$ cat src/rtl/mux_n_1_pkg.sv
// Shared mode encoding for the registered N:1 channel multiplexer.
package mux_n_1_pkg;

  typedef enum logic {
    MODE_SEL = 1'b0,
    MODE_RR  = 1'b1
  } mode_e;

endpackage

$ cat src/rtl/mux_n_1_reg_rr_pick.sv
// Rotated priority search: first set req bit starting at ptr, wrapping mod N. Purely combinational.
module rr_pick #(
  parameter int N    = 8,
  parameter int SELW = $clog2(N)
) (
  input  logic [N-1:0]    req,
  input  logic [SELW-1:0] ptr,
  output logic            found,
  output logic [SELW-1:0] idx
);

  localparam logic [SELW:0] N_W = (SELW+1)'(N);

  logic [SELW:0] cand;

  // Walk from the farthest offset back to ptr so the closest requester wins.
  always_comb begin
    found = 1'b0;
    idx   = '0;
    cand  = '0;
    for (int k = N-1; k >= 0; k--) begin
      cand = {1'b0, ptr} + (SELW+1)'(k);
      if (cand >= N_W) begin
        cand = cand - N_W;
      end
      if (req[cand[SELW-1:0]]) begin
        found = 1'b1;
        idx   = cand[SELW-1:0];
      end
    end
  end

endmodule

$ cat src/rtl/mux_n_1_reg.sv
// Registered N:1 channel mux with per-channel valid/ready, explicit-select and round-robin modes.
// MUX_N_1_REG_PARITY_EN adds a registered even-parity output aligned with out_data.
module mux_n_1_reg
  import mux_n_1_pkg::*;
#(
  parameter int N    = 8,
  parameter int W    = 8,
  parameter int SELW = $clog2(N)
) (
  input  logic            clk,
  input  logic            rst,
  input  logic [N*W-1:0]  in_data,
  input  logic [N-1:0]    in_valid,
  output logic [N-1:0]    in_ready,
  input  logic            mode,
  input  logic [SELW-1:0] sel,
  output logic [W-1:0]    out_data,
  output logic [SELW-1:0] out_chan,
  output logic            out_valid,
  input  logic            out_ready
`ifdef MUX_N_1_REG_PARITY_EN
  ,output logic           out_parity
`endif
);

  localparam logic [SELW:0] N_W = (SELW+1)'(N);

  logic [W-1:0]    out_data_q,  out_data_d;
  logic [SELW-1:0] out_chan_q,  out_chan_d;
  logic            out_valid_q, out_valid_d;
  logic [SELW-1:0] ptr_q,       ptr_d;

  logic            load;
  logic            sel_hit;
  logic            rr_found;
  logic [SELW-1:0] rr_idx;
  logic            grant_vld;
  logic [SELW-1:0] grant_idx;
  logic [W-1:0]    grant_dat;

  rr_pick #(
    .N    (N),
    .SELW (SELW)
  ) u_rr_pick (
    .req   (in_valid),
    .ptr   (ptr_q),
    .found (rr_found),
    .idx   (rr_idx)
  );

  // Out-of-range select is masked before it can reach the grant.
  always_comb begin
    load      = !out_valid_q || out_ready;
    sel_hit   = ({1'b0, sel} < N_W) && in_valid[sel];
    grant_vld = 1'b0;
    grant_idx = '0;
    if (mode == MODE_RR) begin
      grant_vld = rr_found;
      grant_idx = rr_idx;
    end else begin
      grant_vld = sel_hit;
      grant_idx = sel;
    end
    grant_dat = in_data[grant_idx*W +: W];
  end

  always_comb begin
    in_ready = '0;
    if (load && grant_vld) begin
      in_ready[grant_idx] = 1'b1;
    end
  end

  always_comb begin
    out_data_d  = out_data_q;
    out_chan_d  = out_chan_q;
    out_valid_d = out_valid_q;
    ptr_d       = ptr_q;
    if (load) begin
      out_valid_d = grant_vld;
      if (grant_vld) begin
        out_data_d = grant_dat;
        out_chan_d = grant_idx;
        if (mode == MODE_RR) begin
          ptr_d = (grant_idx == SELW'(N-1)) ? '0 : grant_idx + 1'b1;
        end
      end
    end
  end

  always_ff @(posedge clk or posedge rst) begin
    if (rst) begin
      out_data_q  <= '0;
      out_chan_q  <= '0;
      out_valid_q <= 1'b0;
      ptr_q       <= '0;
    end else begin
      out_data_q  <= out_data_d;
      out_chan_q  <= out_chan_d;
      out_valid_q <= out_valid_d;
      ptr_q       <= ptr_d;
    end
  end

  assign out_data  = out_data_q;
  assign out_chan  = out_chan_q;
  assign out_valid = out_valid_q;

`ifdef MUX_N_1_REG_PARITY_EN
  logic parity_q, parity_d;

  always_comb begin
    parity_d = parity_q;
    if (load && grant_vld) begin
      parity_d = ^grant_dat;
    end
  end

  always_ff @(posedge clk or posedge rst) begin
    if (rst) begin
      parity_q <= 1'b0;
    end else begin
      parity_q <= parity_d;
    end
  end

  assign out_parity = parity_q;
`endif

endmodule

$ cat config.mk
export PLATFORM = sky130hd
export DESIGN_NAME = mux_n_1_reg
export DESIGN_NICKNAME = d
export VERILOG_FILES = /design/src/rtl/mux_n_1_pkg.sv /design/src/rtl/mux_n_1_reg_rr_pick.sv /design/src/rtl/mux_n_1_reg.sv
export SDC_FILE = /design/constraint.sdc
export NUM_CORES = 1
export LEC_CHECK = 0
export ABC_AREA = 1
export BUFFER_PORTS_ARGS = -buffer_cell sky130_fd_sc_hd__buf_2
export CAP_MARGIN = 30
export CORE_UTILIZATION = 44
export DETAILED_ROUTE_END_ITERATION = 8
export PLACE_DENSITY = 0.77
export SLEW_MARGIN = 25
export SYNTH_ARGS = -nofsm -noshare
export SYNTH_HDL_FRONTEND = slang
export SYNTH_SLANG_ARGS = --single-unit
$ cat constraint.sdc
create_clock -name clk -period 2.55 [get_ports clk]
set_input_delay 0.51 -clock clk [delete_from_list [all_inputs] [get_ports clk]]
set_output_delay 0.51 -clock clk [all_outputs]
set_load 0.05 [all_outputs]
* Word level (Yosys, flattened, before mapping) *
Cells that the tools add are included.
Widths: inputs -> output; s select.

word-level totals
  flip-flop bits (word level) = 15
  bits of input ports = 79
  output and inout port bits = 20
  word-level logic and storage cells = 95

cells by class
  $add $sub $neg = 16
  $lt $le $gt $ge = 19
  eq/ne operators = 1
  shift operators = 1
  mux-type cells = 48
  reduce and logical (&&, ||, !) cells = 6

operators by type and width
  kind                 number
  $shiftx 64x7->8      1
  $mux 3               18
  $lt 3x4->1 const B   10
  $ge 4x4->1 const B   7
  $bmux 1 s3           9
  $sub 3x1->3 const B  8
  $mux 1               19
  $add 3x3->4 const B  4
  $add 3x2->4 const B  2
  $mux 8               1
  $add 3x1->4 const B  1
  $ge 3x4->1 const B   1
  $add 3x1->3 const B  1
  $demux 1 s3          1
  $eq 3x3->1 const B   1
  $ge 3x1->1 const B   1
  $reduce_and 3->1     1
  $logic_and 1x1->1    2
  $reduce_and 2->1     1
  $logic_not 1->1      1
  $logic_or 1x1->1     1

* Logic depth before layout (Yosys ltp) *
  depth in word-level cells = 19
  depth in mapped cells = 24
  mapped depth without buffers = 24

* Modules after synthesis *
A second synthesis with hierarchy kept.

second synthesis, totals
  cells, all modules = 455
  area, all modules = 2502.4 um2

modules (own cells, without submodules)
  module       instances  cells an instance  area each (um2)  sequential area each (um2)
  mux_n_1_reg  1          333                1762.9           375.4
  rr_pick      1          122                739.5            0.0

* Worst setup path after synthesis *
Ideal clock, no wire load.

  path type = flip-flop to output port
  from = register ptr_q[1]
  to = output port in_ready[1]
  data arrival time = 3.146 ns
  required time = 2.040 ns
  setup slack = -1.106 ns
  stages on the path, launching flop included = 20
  buffers on the path = 2
  cell sequence = dfrtp_1 -> buf_6 -> clkinv_4 -> ha_1 -> inv_1 -> nand3_1 -> nand3_1 -> nand2_2 -> a21oi_1 -> nand2_1 -> nand2_1 -> nand2_1 -> nand2_1 -> nand2_1 -> nand2_1 -> nand2_1 -> nand2_1 -> inv_2 -> buf_4 -> nor3_1

between the ends
  longest elaborated chain between the ends = 19
  elaborated cells on any way between the ends = 72
  classes of those cells = add/sub: 15; order compare: 10; mux: 45; reduce/logical: 2

RTL lines
  element                                                         line                                                  text
  start: declaration                                              mux_n_1_reg.sv:31                                     logic [SELW-1:0] ptr_q, ptr_d;
  start signal: assignment                                        mux_n_1_reg.sv:101                                    ptr_q <= ptr_d;
  $add 3x3->4                                                     mux_n_1_reg_rr_pick.sv:22                             cand = {1'b0, ptr} + (SELW+1)'(k);
  $ge 4x4->1 or $sub 3x1->3 (tied branches)                       mux_n_1_reg_rr_pick.sv:23, mux_n_1_reg_rr_pick.sv:24
  $mux 3                                                          mux_n_1_reg_rr_pick.sv:23                             if (cand >= N_W) begin
  $bmux 1 s3                                                      mux_n_1_reg_rr_pick.sv:26                             if (req[cand[SELW-1:0]]) begin
  $mux 1 (implied by the code)                                    mux_n_1_reg_rr_pick.sv:26
  $mux 3 (8 in a row)                                             mux_n_1_reg_rr_pick.sv:26
  $mux 3                                                          mux_n_1_reg.sv:57                                     if (mode == MODE_RR) begin
  $lt 3x4->1 (implied by the code) or $ge 3x1->1 (tied branches)  mux_n_1_reg.sv:70                                     in_ready[grant_idx] = 1'b1;
  $logic_and 1x1->1 (implied by the code)                         mux_n_1_reg.sv:70
  $mux 1 (implied by the code)                                    mux_n_1_reg.sv:70
  $demux 1 s3                                                     mux_n_1_reg.sv:70
  $mux 8 (*)                                                      mux_n_1_reg.sv:69                                     if (load && grant_vld) begin
  end: declaration                                                mux_n_1_reg.sv:14                                     output logic [N-1:0] in_ready,

Every way passes the cells marked *; elsewhere a longest branch is shown, timed or not. The select of a mux whose other input is x is not followed.

* Worst setup path after layout *
  from = register ptr_q[1]
  to = output port in_ready[6]

The elaborated chain is that of the path after synthesis.

==> run_results.csv <==
group,metric,value,unit
worst_setup_path,startpoint,"ptr_q[1]",
global_route,grt_pass1_vias,2811,
detailed_routing,vias,3113,
detailed_routing,drt-total-wl,7892,um
pwr,switching_power,3.131,mW
finish,finalNonFillerCells,625,
yosys,syn-cell-area,2311,um^2
worst_setup_path,cp_slowest_stage_delay,0.45,ns
status,violations,"negative setup slack",
floorplan,design.die.area,5546,um^2
pwr,power.share.sequential,8.1,%
finish,nNetsFinal,637,
yosys,synth_compound_area_share,4.385,%
pwr,cellLeakagePower,2.088,nW
worst_setup_path,path_cells,"clkinv_8, ha_4, inv_6, nand3_4, nand3_4, nand2_4, inv_2, nand2_1, nand2_1, nand2_1, nand2_1, nand2_1, nand2_1, nand2_2, nand2_1, nand2_2, nand2_4, nor2_2, inv_2, nor2_4, buf_6",
sta,rsz0062_at_grt,"true",
finish,num_antenna_cells,0,
sta,hold_viol,0,
global_route,grt_pass1_wl,12450,um
floorplan,coreArea,5075,um^2
worst_setup_path,crit_path_start_kind,"register",
floorplan,die_h,74.47,um
yosys,ys_warn_count,0,
sta,tightestPinTransition,0.5881,ns
cts,worstSkewPairLatency,0.25,ns
cts,holdBufCountCts,0,
yosys,synthSimpleGateAreaFrac,62.37,%
sta,maxSlewViolCount,0,
sta,clock-skew-final,0.005319,ns
placed_design,dp_slack,-0.3989,ns
hold_path,min_path_type,"primary input to asynchronous set/reset pin",
pwr,power_frac_clock,3.6,%
finish,fill_cells,459,
finish,area_growth,52.57,%
cts,clockRootBuffer,"clkbuf_8",
detailed_routing,drtIter0Drc,198,
worst_setup_path,arrival,2.55,ns
yosys,synth.area.top_cells,"nand2_1 (30%), dfrtp_1 (16%), nand3_1 (16%)",
yosys,synth_xor_area_share,0.3790,%
finish,layout_common_cells,"nand2_1 (174), buf_2 (90), nand3_1 (62)",
yosys,synth_adder_area_share,1.083,%
cts,clockBufferDepth,2,
worst_setup_path,critPathKind,"register to output port",
worst_setup_path,critPathCaptureType,"output port",
yosys,syn-num-nets,496,
yosys,yosysTopAreaCell,"nand2_1",
yosys,synth_area_per_cell,5.569,um^2
sta,finalCritPeriodShare,119.8,%
placed_design,portBuffers,98,
sta,period_minus_slack,3.055,ns
detailed_routing,drc_errors,0,
placed_design,dp.cells,614,
placed_design,place.gp.congestion,0.8977,
yosys,syn_inst,415,
floorplan,std_cell_rows,26,
worst_setup_path,crit_buf_inv,5,
yosys,yosysSeqAreaShare,16.24,%
cts,clk_pin_slew,0.06,ns
pwr,p_int,2.213,mW
cts,numCtsBuffers,3,
floorplan,ios,99,
detailed_routing,wl_per_cell,12.63,um
yosys,synth_top_family_by_area,"simple AND/OR/NAND/NOR gates",
sta,hold-worst-slack,0.3198,ns
worst_setup_path,worst_path_max_delay_cell,"dfrtp_2",
yosys,synth.mux.area_fraction,0,%
status,outcome,"complete, but fails checks",
floorplan,initial_core_util,45.54,%
pwr,powerDensity,1516,nW/um^2
sta,finalSetupViolations,9,
worst_setup_path,crit_fanout,6,
finish,drive_gt1_share,41.98,%
global_route,grt_antenna_before_repair,0,
cts,cts.sinks,15,
worst_setup_path,cp_top_family,"simple AND/OR/NAND/NOR gates",
pwr,ir_drop,0.6433,mV
worst_setup_path,regToRegStartpoint,"ptr_q[1]",
global_route,grt_start_max_net_pins,29,
cts,h-tree-depth,1,
pwr,netSwitchingFraction,58.59,%
sta,fmax,327.3,MHz
pwr,combPwrFrac,88.3,%
worst_setup_path,required,2.04,ns
global_route,track_usage,28.91,%
finish,final_common_cell,"nand2_1",
floorplan,die_x,74.47,um
cts,cts_tree,"built",
worst_setup_path,cp_common_cell,"nand2_1",
detailed_routing,viasPerCell,4.981,
yosys,synth_top_area_share,29.56,%
global_route,grt_overflow,0,
placed_design,hpwl,6173,um
detailed_routing,drt_pre_antenna_iters,5,
sta,relSlewSlack,60.75,%
detailed_routing,drtAntennaViolNets,0,
sta,finalWorstSetupSlack,-0.5054,ns
run,drv_cap,0,
yosys,ys_ff_latch,15,
yosys,synthDistinctLibCells,31,
stage by stage:
stage	total power, mW	util (%)	TNS [ns]	instance area [um^2]
after floorplan	3.684	-	-1.771	2461
after global placement	4.609	63.71	-3.128	3233
after detailed placement	4.646	63.71	-4.060	3233
after CTS	5.183	68.32	-3.478	3467
after global routing	5.833	69.48	-6.015	3526
final	5.344	69.48	-3.885	3526
path summary, 6_finish.rpt:
path / to / slack, ns / cells after the start
setup / recovery: in_ready[6] / -0.51 / 21
hold / removal: out_data[6] / 0.32 / 2
setup reg to reg: out_data[7] / -0.07 / 18
hold reg to reg: out_chan[0] / 0.48 / 2
max in group asynchronous: ptr_q[1] / 1.82 / 2
min in group clk: out_chan[0] / 0.48 / 2
synth_stat cells, drive strengths merged:
cell	count
a21oi	9
a32oi	2
buf	12
clkbuf	2
clkinv	2
dfrtp	15
ha	2
inv	54
nand2	191
nand3	90
nand3b	7
nand4	1
nor2	18
nor3	2
o21ai	5
o21bai	1
o22ai	1
xnor2	1
power groups by stage:
stage	Clock (mW)	Combinational, mW	Sequential (mW)
after floorplan	0	2.98	0.706
after global placement	0	4.18	0.433
after detailed placement	0	4.21	0.437
after CTS	0.193	4.56	0.432
after global routing	0.206	5.18	0.448
final	0.193	4.72	0.434
sequential cells by signal, summed over array words and instances (netlist names):
register and cells:
out_valid 1, out_data 8, ptr_q 3, out_chan 3
per-layer routing:
layer / wire [um] / up-vias / GRT usage, % / part of all wire [%]
met5: 0 / - / 0 / 0
met4: 182 / 0 / 8.386 / 2.3
met3: 415 / 20 / 3.252 / 5.3
met2: 4041 / 136 / 52.55 / 51
met1: 3252 / 1366 / 35.70 / 41
li1: - / 1591 / - / -
area by class of cell:
cell class	count	area, um^2	area share (%)
clock inverters	1	5.005	0.1419
multi-input cells	330	1815	51.49
repair buffers	150	962.2	27.29
inverters	56	237.7	6.742
well taps	70	87.58	2.484
flip-flops and latches	15	376.6	10.68
clock buffers	3	41.29	1.171
repair_timing:
action                     CTS  global route
setup endpoints to repair   19            19
gates cloned                 0             0
resized for setup           37            13
setup buffers                6             2
pin swaps                    6             2
cell families after synthesis:
logic type	Yosys count
AO/OA/AOI/OAI	18
XOR/XNOR	1
adder cells (fa/ha/maj)	2
buffers and inverters	70
flip-flops	15
AND/OR/NAND/NOR	309
(Power assumes the default switching activity.)
